<file path="src/rtl/fir_rr_if.sv">
// Sample/config/result bundle for fir_rr_scheduler.
// master = sample sources, coefficient writer and result consumer; slave = the scheduler.
interface fir_rr_if #(
    parameter int unsigned NCH   = 2,
    parameter int unsigned NTAPS = 4,
    parameter int unsigned DW    = 8,
    parameter int unsigned CW    = 8
);
    localparam int unsigned CHW = (NCH > 1) ? $clog2(NCH) : 1;
    localparam int unsigned TAW = $clog2(NTAPS);

    logic [NCH-1:0]    in_valid;
    logic [NCH*DW-1:0] in_data;
    logic [NCH-1:0]    in_ready;
    logic              cfg_we;
    logic [TAW-1:0]    cfg_addr;
    logic [CW-1:0]     cfg_data;
    logic              out_valid;
    logic [CHW-1:0]    out_ch;
    logic [DW-1:0]     out_data;
    logic              out_ready;
    logic              busy;

    modport master (
        output in_valid, in_data, cfg_we, cfg_addr, cfg_data, out_ready,
        input  in_ready, out_valid, out_ch, out_data, busy
    );

    modport slave (
        input  in_valid, in_data, cfg_we, cfg_addr, cfg_data, out_ready,
        output in_ready, out_valid, out_ch, out_data, busy
    );
endinterface

</file>
<file path="src/rtl/fir_rr_scheduler.sv">
// Round-robin shared serial-MAC FIR: one tap per cycle, per-channel delay lines, programmable coefs.
// Optional FIR_SAT_EN: unsigned saturation of the result instead of wrap-around truncation.
module fir_rr_scheduler #(
    parameter int unsigned NCH   = 2,
    parameter int unsigned NTAPS = 4,
    parameter int unsigned DW    = 8,
    parameter int unsigned CW    = 8
) (
    input  logic      CLK,
    input  logic      reset,
    fir_rr_if.slave   bus
);
    localparam int unsigned CHW = (NCH > 1) ? $clog2(NCH) : 1;
    localparam int unsigned TAW = $clog2(NTAPS);
    localparam int unsigned AW  = DW + CW + $clog2(NTAPS);

    typedef enum logic [1:0] {
        IDLE = 2'd0,
        MAC  = 2'd1,
        OUT  = 2'd2
    } state_t;

    state_t          r_state;
    logic [CHW-1:0]  r_rr;
    logic [CHW-1:0]  r_ch;
    logic [TAW-1:0]  r_k;
    logic [AW-1:0]   r_acc;
    logic [DW-1:0]   r_tap  [NCH][NTAPS];
    logic [CW-1:0]   r_coef [NTAPS];
    logic            r_out_valid;
    logic [CHW-1:0]  r_out_ch;
    logic [DW-1:0]   r_out_data;

    logic            w_gnt_vld;
    logic [CHW-1:0]  w_gnt;
    logic [NCH-1:0]  w_in_ready;
    logic [AW-1:0]   w_sum;
    logic [DW-1:0]   w_result;
    logic            w_cfg_ok;

    // First valid channel strictly after the rr pointer, wrapping around.
    always_comb begin
        w_gnt_vld = 1'b0;
        w_gnt     = '0;
        for (int i = 1; i <= int'(NCH); i++) begin
            if (!w_gnt_vld && bus.in_valid[(int'(r_rr) + i) % int'(NCH)]) begin
                w_gnt_vld = 1'b1;
                w_gnt     = CHW'((int'(r_rr) + i) % int'(NCH));
            end
        end
    end

    always_comb begin
        w_in_ready = '0;
        if (r_state == IDLE && w_gnt_vld) begin
            w_in_ready[w_gnt] = 1'b1;
        end
    end

    assign w_sum    = r_acc + AW'(r_tap[r_ch][r_k]) * AW'(r_coef[r_k]);
    assign w_cfg_ok = bus.cfg_we && ({1'b0, bus.cfg_addr} < (TAW+1)'(NTAPS));

`ifdef FIR_SAT_EN
    assign w_result = (w_sum[AW-1:DW] != '0) ? {DW{1'b1}} : w_sum[DW-1:0];
`else
    assign w_result = w_sum[DW-1:0];
`endif

    // Sequencer, delay lines and coefficient bank.
    always_ff @(posedge CLK) begin
        if (reset) begin
            r_state     <= IDLE;
            r_rr        <= CHW'(NCH - 1);
            r_ch        <= '0;
            r_k         <= '0;
            r_acc       <= '0;
            r_out_valid <= 1'b0;
            r_out_ch    <= '0;
            r_out_data  <= '0;
            for (int c = 0; c < int'(NCH); c++) begin
                for (int k = 0; k < int'(NTAPS); k++) begin
                    r_tap[c][k] <= '0;
                end
            end
            for (int k = 0; k < int'(NTAPS); k++) begin
                r_coef[k] <= CW'(int'(NTAPS) - k);
            end
        end else begin
            if (r_state == IDLE && w_cfg_ok) begin
                r_coef[bus.cfg_addr] <= bus.cfg_data;
            end
            case (r_state)
                IDLE: begin
                    if (w_gnt_vld) begin
                        r_tap[w_gnt][0] <= bus.in_data[int'(w_gnt)*int'(DW) +: DW];
                        for (int k = 1; k < int'(NTAPS); k++) begin
                            r_tap[w_gnt][k] <= r_tap[w_gnt][k-1];
                        end
                        r_rr    <= w_gnt;
                        r_ch    <= w_gnt;
                        r_k     <= '0;
                        r_acc   <= '0;
                        r_state <= MAC;
                    end
                end
                MAC: begin
                    r_acc <= w_sum;
                    r_k   <= r_k + TAW'(1);
                    if (r_k == TAW'(NTAPS - 1)) begin
                        r_out_data  <= w_result;
                        r_out_ch    <= r_ch;
                        r_out_valid <= 1'b1;
                        r_state     <= OUT;
                    end
                end
                OUT: begin
                    if (bus.out_ready) begin
                        r_out_valid <= 1'b0;
                        r_state     <= IDLE;
                    end
                end
                default: r_state <= IDLE;
            endcase
        end
    end

    assign bus.in_ready  = w_in_ready;
    assign bus.out_valid = r_out_valid;
    assign bus.out_ch    = r_out_ch;
    assign bus.out_data  = r_out_data;
    assign bus.busy      = (r_state != IDLE);
endmodule
</file>
<file path="src/flat_wrapper.sv">
// flat-port wrapper written by rule: the top's interface ports become plain ports
module fir_rr_scheduler_flat 
#(
    parameter int unsigned NCH   = 2,
    parameter int unsigned NTAPS = 4,
    parameter int unsigned DW    = 8,
    parameter int unsigned CW    = 8
)
  (CLK, reset, bus_in_valid, bus_in_data, bus_cfg_we, bus_cfg_addr, bus_cfg_data, bus_out_ready, bus_in_ready, bus_out_valid, bus_out_ch, bus_out_data, bus_busy);
  fir_rr_if #(.NCH(NCH), .NTAPS(NTAPS), .DW(DW), .CW(CW)) bus_i ();
  input  logic CLK;
  input  logic reset;
  input wire logic [$bits(bus_i.in_valid)-1:0] bus_in_valid;
  input wire logic [$bits(bus_i.in_data)-1:0] bus_in_data;
  input wire logic [$bits(bus_i.cfg_we)-1:0] bus_cfg_we;
  input wire logic [$bits(bus_i.cfg_addr)-1:0] bus_cfg_addr;
  input wire logic [$bits(bus_i.cfg_data)-1:0] bus_cfg_data;
  input wire logic [$bits(bus_i.out_ready)-1:0] bus_out_ready;
  output wire logic [$bits(bus_i.in_ready)-1:0] bus_in_ready;
  output wire logic [$bits(bus_i.out_valid)-1:0] bus_out_valid;
  output wire logic [$bits(bus_i.out_ch)-1:0] bus_out_ch;
  output wire logic [$bits(bus_i.out_data)-1:0] bus_out_data;
  output wire logic [$bits(bus_i.busy)-1:0] bus_busy;
  assign bus_i.in_valid = bus_in_valid;
  assign bus_i.in_data = bus_in_data;
  assign bus_i.cfg_we = bus_cfg_we;
  assign bus_i.cfg_addr = bus_cfg_addr;
  assign bus_i.cfg_data = bus_cfg_data;
  assign bus_i.out_ready = bus_out_ready;
  assign bus_in_ready = bus_i.in_ready;
  assign bus_out_valid = bus_i.out_valid;
  assign bus_out_ch = bus_i.out_ch;
  assign bus_out_data = bus_i.out_data;
  assign bus_busy = bus_i.busy;
  fir_rr_scheduler #(.NCH(NCH), .NTAPS(NTAPS), .DW(DW), .CW(CW)) u_core (.CLK(CLK), .reset(reset), .bus(bus_i));
endmodule
</file>
<file path="config.mk">
export PLATFORM = sky130hd
export DESIGN_NAME = fir_rr_scheduler_flat
export DESIGN_NICKNAME = d
export VERILOG_FILES = /design/src/rtl/fir_rr_if.sv /design/src/rtl/fir_rr_scheduler.sv /design/src/flat_wrapper.sv
export SDC_FILE = /design/constraint.sdc
export NUM_CORES = 1
export LEC_CHECK = 0
export BUFFER_PORTS_ARGS = -buffer_cell sky130_fd_sc_hd__buf_2
export CAP_MARGIN = 5
export CORE_MARGIN = 2
export CORE_UTILIZATION = 55
export DETAILED_ROUTE_END_ITERATION = 8
export PLACE_DENSITY_LB_ADDON = 0.25
export SETUP_SLACK_MARGIN = 0.05
export SYNTH_ARGS = -nofsm -noshare
export SYNTH_HDL_FRONTEND = slang
export SYNTH_SLANG_ARGS = --single-unit
</file>
<file path="constraint.sdc">
create_clock -name CLK -period 5.2 [get_ports CLK]
set_input_delay 0.78 -clock CLK [delete_from_list [all_inputs] [get_ports CLK]]
set_output_delay 0.78 -clock CLK [all_outputs]
set_load 0.005 [all_outputs]
</file>
======== Word-level counts from Yosys, hierarchy flattened ========
Memories as Yosys holds them, arrays and structs flattened. A register that Yosys moved wholly into a read port is not among the register bits.
Index checks and enable logic that the tools add are counted.
storage, ports and cells
  bits of input ports ..................... 32
  latch bits .............................. 0
  memory bits (read-only) ................. 0
  register bits after elaboration ......... 34
  output and inout port bits .............. 13
  memories ................................ 2
  bits in writable memories ............... 96
memories
  memory         words  width  read ports  clocked after Yosys merged registers in  wr ports  RTL line                RTL
  u_core.r_tap   2      32     2           1                                        2         fir_rr_scheduler.sv:28  logic [DW-1:0] r_tap [NCH][NTAPS];
  u_core.r_coef  4      8      1           1                                        4         fir_rr_scheduler.sv:29  logic [CW-1:0] r_coef [NTAPS];
operators by class
  add/subtract/negate cells ............... 4
  magnitude comparators ................... 5
  bitwise operators ....................... 3
  divide/modulo/power cells ............... 0
  multiply operators ...................... 1
  equal/unequal tests ..................... 6
  reductions and logical operators ........ 16
  shift-type cells ........................ 1
  multiplexer cells ....................... 46
operators by type and width
  kind                                                                     count
  18-bit one-hot mux with 2 select lines                                   1
  32-bit 2-to-1 mux                                                        1
  32-bit OR reduction                                                      1
  1-bit 2-to-1 mux                                                         27
  8-bit 2-to-1 mux                                                         3
  18-bit by 16-bit adder with 18-bit output                                1
  18-bit 2-to-1 mux                                                        1
  8-bit binary-select mux with 2-bit select                                1
  8-bit by 8-bit multiplier with 16-bit output                             1
  2-bit 2-to-1 mux                                                         8
  16-bit by 5-bit indexed part select with 8-bit output                    1
  8-bit OR reduction                                                       1
  2-bit by 3-bit < comparator with 1-bit output, second input constant     2
  2-bit one-hot mux with 3 select lines                                    1
  2-bit AND reduction                                                      3
  3-bit AND reduction                                                      2
  2-bit nonzero test                                                       3
  2-bit == test, second input constant                                     2
  1-bit logical AND                                                        4
  2-bit by 1-bit inequality test with 1-bit output, second input constant  2
  2-bit one-hot mux with 2 select lines                                    1
  3-bit >= comparator, second input constant                               1
  2-bit inverter with 3-bit output                                         1
  1-bit adder, second input constant                                       2
  10 further kinds                                                         11

======== Logic depth before layout (Yosys ltp) ========
Gate-level depths: netlist of the first run.
  depth after elaboration ................. 15
  depth in mapped cells ................... 23
  mapped depth without buffers ............ 20

======== Worst setup path before layout of the first run ========
Ideal clock, no wire load.
  kind .................................... reg-to-reg
  start ................................... register (tool-made name)
  end ..................................... register u_core.r_acc[7]
  stages on the path, launching flop included .. 20
  required time ........................... 5.138 ns
  setup time .............................. 0.062 ns
  slack ................................... 0.303 ns
  arrival time ............................ 4.835 ns
  period minus slack after synthesis ...... 4.897 ns
  cells stage by stage .................... dfxtp_1 buf_6 buf_12 buf_12 mux2i_1 mux4_2 or2_2 fa_1 fa_1 inv_1 fa_1 inv_1 fa_1 inv_1 ha_1 a21oi_1 xnor2_1 xnor2_1 or4_1 nand3_1
RTL lines
  item                  RTL line                 RTL
  to (signal assigned)  fir_rr_scheduler.sv:107  r_acc <= w_sum;
  to (decl)             fir_rr_scheduler.sv:27   logic [AW-1:0] r_acc;

==> impl_metrics.ini, run 1 <==
[global_route]
grt_max_degree = 39
grt-ovfl-total = 0
antenna_found_initial = 0
grt_pass1_vias = 4127
grt_first_pass_wirelength_mm = 21.1
grt_usage_pct = 22.0

[synthesis]
synthTopCellsByArea = edfxtp_1 45%, dfxtp_1 8.4%, and2_1 6.7%
yosysTopAreaCellShare_pct = 44.9
synth-seq-cells = 123
synthDistinctLibCells = 38
yosysTopAreaCell = edfxtp_1
syn-mean-instance-area_um2 = 12.7
netlist_instances = 506
yosysWarnings = 0
ys_seq_area_share_pct = 53.4
synth.cell_area_um2 = 6410
synth_nets = 574

[sta]
relSlewSlack_pct = 29.2
finalSetupViolCount = 0
period_needed_ps = 4910
skew_ps = 7.09
fmax_mhz = 204
slew_violations = 0
finalSetupTns_ps = 0
rsz0062_at_grt = no
hold_viol = 0
post-route-period-util_pct = 94.5
worst_pin_slew_ps = 1060

[power_and_ir_drop]
powerDensity_nw_per_um2 = 405
power.total_mw = 3.03
leakage_nw = 3.25
peakVddDrop_uv = 217

[finish]
drive_above_1_share_pct = 23.3
fin_nets = 638
regArea_um2 = 3430
n_antenna_cell = 0
area_delta_synth_final_pct = 16.7
fillers = 864
multiInputGateArea_um2 = 2740

[route]
drtAntennaViolNets = 0
vias = 3995
vias_per_cell = 5.50
drt-pass1-iter-count = 4
drcViolationCount = 0
routed_wirelength_mm = 12.8
drt-initial-drc-count = 237
wl_per_cell_um = 17.7

[placement]
place.detailed.hpwl_mm = 8.98
place_congestion = 0.823
port_buffers = 44

[worst_setup_path]
worstSetupPathType = reg2reg
crit_path_start_kind = flop
cp_data_arrival_time_ps = 5270
ff2ff_setup_slack_ps = 290
critPathCaptureType = flop
crit_path_max_fanout = 5
critPathRequiredTime_ps = 5560

[run_status]
outcome = complete, no violations

[floorplan]
die_w_um = 112
ioPinCount = 45
rows = 39
die_area_um2 = 12500
die_height_um = 112
core_um2 = 11400
initial_core_util_pct = 56.2

[hold_path]
worstHoldPathType = reg2reg

[cts]
hold_buffers = 0
insertion_delay_ps = 420
h-tree-depth = 4
clockRootBuffer = clkbuf_16
cts_tree = done
clk_pin_slew_worst_paths_ps = 60
cts_buffers = 17
clkSinkCount = 123
clk_path_buf_depth = 2

[flow_run]
drv_cap = 0
-- power by group --
group / switching [mW] / internal, mW / total (mW)
registers: 0.0375 / 1.13 / 1.17
clock network: 0.412 / 0.734 / 1.15
logic: 0.390 / 0.322 / 0.712
-- cell usage after synthesis, drive strengths merged --
master  number
nand2b      15
mux4        20
ha          18
nor4         1
a21oi       15
inv         41
nand2       37
or2          6
edfxtp      96
and2        69
a21o        27
xor2         2
xnor2       13
nor2b        4
a211o        1
clkinv       1
mux2i       10
xnor3        1
buf          6
mux2        10
nor3b        4
clkbuf      15
fa          18
or4          1
nand3        3
a22oi        7
a211oi       2
dfxtp       27
nor2        31
a41o         1
nor3         2
nand3b       1
or3          1
-- final timing paths --
path | start | endpoint | depth (start not counted)
worst max-delay path | flop | u_core.r_acc[7]$_SDFFE_PP0N_ | 17
worst min-delay path | u_core.bus.out_data[6]$_SDFFE_PP0P_ | u_core.bus.out_data[6]$_SDFFE_PP0P_ | 2
worst max register to register | flop | u_core.r_acc[7]$_SDFFE_PP0N_ | 17
worst min register to register | u_core.bus.out_data[6]$_SDFFE_PP0P_ | u_core.bus.out_data[6]$_SDFFE_PP0P_ | 2
-- through the flow --
stage / util (%) / cell area (um^2) / std cells / hold WS, ps / worst slack, ps
floorplan: - / 6410 / 506 / 432 / 303
global placement: 59.7 / 6810 / 688 / 441 / 324
detailed placement: 59.7 / 6810 / 688 / 447 / 213
CTS: 64.7 / 7390 / 720 / 454 / 130
global route: 65.6 / 7490 / 726 / 471 / 62.5
finish: 65.6 / 7490 / 726 / 453 / 287
-- worst max-delay path: stages, from the launching register on --
cell and delay, ps:
dfxtp_4 360, buf_6 140, mux2i_1 140, mux4_2 480, or2_2 300, fa_1 470, fa_1 510, inv_1 50
fa_1 480, inv_1 60, fa_1 540, inv_1 50, ha_1 330, a21oi_2 190, xnor2_2 100, xnor2_2 160
or4_1 410, nand3_1 90
-- layout by cell type, fill, tap and decap left out, types with 3 or more instances in the layout --
cell | synthesis | final
a21o_1 | 27 | 27
a21oi_1 | 15 | 14
a22oi_1 | 7 | 7
and2_1 | 69 | 69
buf_2 | 3 | 44
buf_4 | 0 | 20
clkbuf_1 | 15 | 4
clkbuf_16 | 0 | 18
clkbuf_8 | 0 | 4
clkinv_2 | 0 | 3
dfxtp_1 | 27 | 26
edfxtp_1 | 96 | 96
fa_1 | 18 | 18
ha_1 | 18 | 18
inv_1 | 41 | 41
mux2_2 | 8 | 8
mux2i_1 | 10 | 10
mux4_2 | 18 | 18
nand2_1 | 37 | 37
nand2b_1 | 15 | 15
nand3_1 | 3 | 3
nor2_1 | 30 | 29
nor2b_1 | 4 | 4
or2_2 | 6 | 6
xnor2_1 | 13 | 11
-- what timing repair did --
item,4_1_cts,5_1_grt
setup endpoints to repair,0,2
resized for setup,0,13
setup buffers,0,5
-- area by class of cell --
cell class | instances | area share [%]
well taps | 143 | 2.39
clock buffers | 26 | 6.95
flip-flops and latches | 123 | 45.8
inverters | 42 | 2.11
multi-input cells | 320 | 36.6
repair buffers | 66 | 5.36
clock inverters | 6 | 0.802
-- per-layer routing --
metal | global-route usage, % | up-vias | part of all wire, %
met5 | 0 | - | 0
met4 | 7.97 | 0 | 1.3
met3 | 5.39 | 10 | 5.0
met2 | 35.4 | 111 | 50
met1 | 29.4 | 1988 | 43
li1 | - | 1886 | -
-- state kept, by name, indices dropped and copies added (netlist names), named ones only --
register / flops
u_core.bus.out_valid: 1
u_core.r_state: 2
u_core.bus.out_ch: 1
u_core.r_rr: 1
u_core.r_coef: 32
u_core.r_k: 2
u_core.r_tap: 64
u_core.r_acc: 8
u_core.r_ch: 1
u_core.bus.out_data: 8
-- cell families after synthesis --
group	count (synthesis)	synth area share [%]
AOI/OAI and AO/OA	53	5.68
xor gates and xnor gates	16	2.40
adders and majority gates	36	9.13
buffers and inverters	63	4.37
DFF	123	53.4
muxes	40	10.6
and+or+nand+nor	175	14.5
Note: power is estimated with default switching activity, not from simulation.
==> run 2, diff against run 1 <==
--- a/config.mk
+++ b/config.mk
@@ -10,6 +10,7 @@
 export CORE_MARGIN = 2
 export CORE_UTILIZATION = 55
 export DETAILED_ROUTE_END_ITERATION = 8
+export MAX_ROUTING_LAYER = met4
 export PLACE_DENSITY_LB_ADDON = 0.25
 export SETUP_SLACK_MARGIN = 0.05
 export SYNTH_ARGS = -nofsm -noshare
==> run 2 against run 1 <==
  * Die area unchanged
  * Sequential share of layout area unchanged
  * Global-route usage grew 0.72 points
  * Final cell count is the same
  * Largest cell class unchanged
  * Fmax grew 0.19%
  * Clock skew about the same
==> impl_metrics.ini, run 2 (synthesis gave the netlist of run 1 again) <==
[cts]
clk_pin_slew_worst_paths_ps = 60
cts_buffers = 17
cts_tree = done
insertion_delay_ps = 410
clk_path_buf_depth = 2
h-tree-depth = 4
clockRootBuffer = clkbuf_16
clkSinkCount = 123
hold_buffers = 0

[route]
vias_per_cell = 5.47
drcViolationCount = 0
drtAntennaViolNets = 0
vias = 3974
routed_wirelength_mm = 12.8
drt-initial-drc-count = 231
drt-pass1-iter-count = 5
wl_per_cell_um = 17.6

[power_and_ir_drop]
leakage_nw = 3.25
peakVddDrop_uv = 217
power.total_mw = 3.02
powerDensity_nw_per_um2 = 403

[sta]
hold_viol = 0
whs_ps = 454
finalSetupViolCount = 0
rsz0062_at_grt = no
worst_pin_slew_ps = 1050
period_needed_ps = 4900
skew_ps = 7.24
slew_violations = 0
relSlewSlack_pct = 29.9
finalSetupTns_ps = 0
final.setup.worst_slack_ps = 296
fmax_mhz = 204
post-route-period-util_pct = 94.3

[finish]
n_antenna_cell = 0
top_regs = u_core.r_tap x64, u_core.r_coef x32
fin_nets = 638
layout_commonest_cell = edfxtp_1
fin_util_pct = 65.6
drive_above_1_share_pct = 23.3
mostFrequentLayoutCells = 96 x edfxtp_1, 69 x and2_1, 44 x buf_2
largest_reg_flops = 64
top_register = u_core.r_tap
area_delta_synth_final_pct = 16.7

[floorplan]
ioPinCount = 45
die_height_um = 112
die_area_um2 = 12500
rows = 39
core_um2 = 11400
die_w_um = 112
initial_core_util_pct = 56.2

[worst_setup_path]
crit_path_start_kind = flop
critPathRequiredTime_ps = 5550
critPathCaptureType = flop
crit_path_max_fanout = 5
crit_chain = buf_6, mux2i_1, mux4_2, or2_2, fa_1, fa_1, inv_1, fa_1, inv_1, fa_1, inv_1, ha_1, a21oi_2, xnor2_2, xnor2_2, or4_1, nand3_1
cp_common_cell = fa_1
slowest_delay_ps = 540
cp_data_arrival_time_ps = 5260
critPathSlowestCell = fa_1
worstSetupPathType = reg2reg

[global_route]
grt-ovfl-total = 0
grt_max_degree = 39
antenna_found_initial = 0
grt_first_pass_wirelength_mm = 21.1
grt_usage_pct = 22.7
grt_pass1_vias = 4105

[placement]
place.detailed.hpwl_mm = 8.98
place_congestion = 0.835
port_buffers = 44
place_ws_ps = 213

[hold_path]
worstHoldPathType = reg2reg

[flow_run]
drv_cap = 0

[run_status]
outcome = complete, no violations
## run 2: cell counts in the layout (fill, tap and decap cells not counted)
No cell type changed its count.
## run 2: per-stage QoR
stage | instance area, um^2 | cells
5_1_grt | 7490 | 726
6_report | 7490 | 726
2_1_floorplan | 6410 | 506
4_1_cts | 7390 | 720
3_3_place_gp | 6810 | 688
3_5_place_dp | 6810 | 688
## run 2: metal layers
metal	GRT usage [%]	up-vias	wire, um
met5	-	-	0
li1	-	1879	-
met2	35.2	118	6370
met4	7.97	0	192
met3	5.55	14	727
met1	29.6	1963	5480
## run 2: cell type report
class | instances | area [um^2]
Tap cell | 143 | 179
Multi-Input combinational cell | 320 | 2740
Clock inverter | 6 | 60.1
Sequential cell | 123 | 3430
Fill cell | 864 | 3930
Clock buffer | 26 | 520
Timing Repair Buffer | 66 | 402
Inverter | 42 | 158
## run 2: what timing repair did
| action | in CTS | in global routing |
|---|---|---|
| resized for setup | 0 | 13 |
| endpoints found under the setup margin | 0 | 2 |
| setup buffers | 0 | 5 |
## run 2: worst paths after layout
path	start	end	slack, ps	cells past startpoint
hold reg to reg	u_core.bus.out_data[6]$_SDFFE_PP0P_	u_core.bus.out_data[6]$_SDFFE_PP0P_	450	2
hold / removal	u_core.bus.out_data[6]$_SDFFE_PP0P_	u_core.bus.out_data[6]$_SDFFE_PP0P_	450	2
setup reg to reg	flop	u_core.r_acc[7]$_SDFFE_PP0N_	300	17
setup / recovery	flop	u_core.r_acc[7]$_SDFFE_PP0N_	300	17
## run 2: critical path, delay by kind of cell, from the launching register on
family	cells	cell delay [ps]
AND/OR/NAND/NOR	3	790
adder cells (fa/ha/maj)	5	2320
AO/OA/AOI/OAI	1	190
multiplexers	2	620
buffers and inverters	4	300
flip-flops	1	360
XOR/XNOR	2	260
## run 2: report_power, final
| group | internal [mW] | total [mW] | switching, mW |
|---|---|---|---|
| logic | 0.322 | 0.709 | 0.387 |
| clock network | 0.734 | 1.14 | 0.406 |
| registers | 1.13 | 1.17 | 0.0375 |
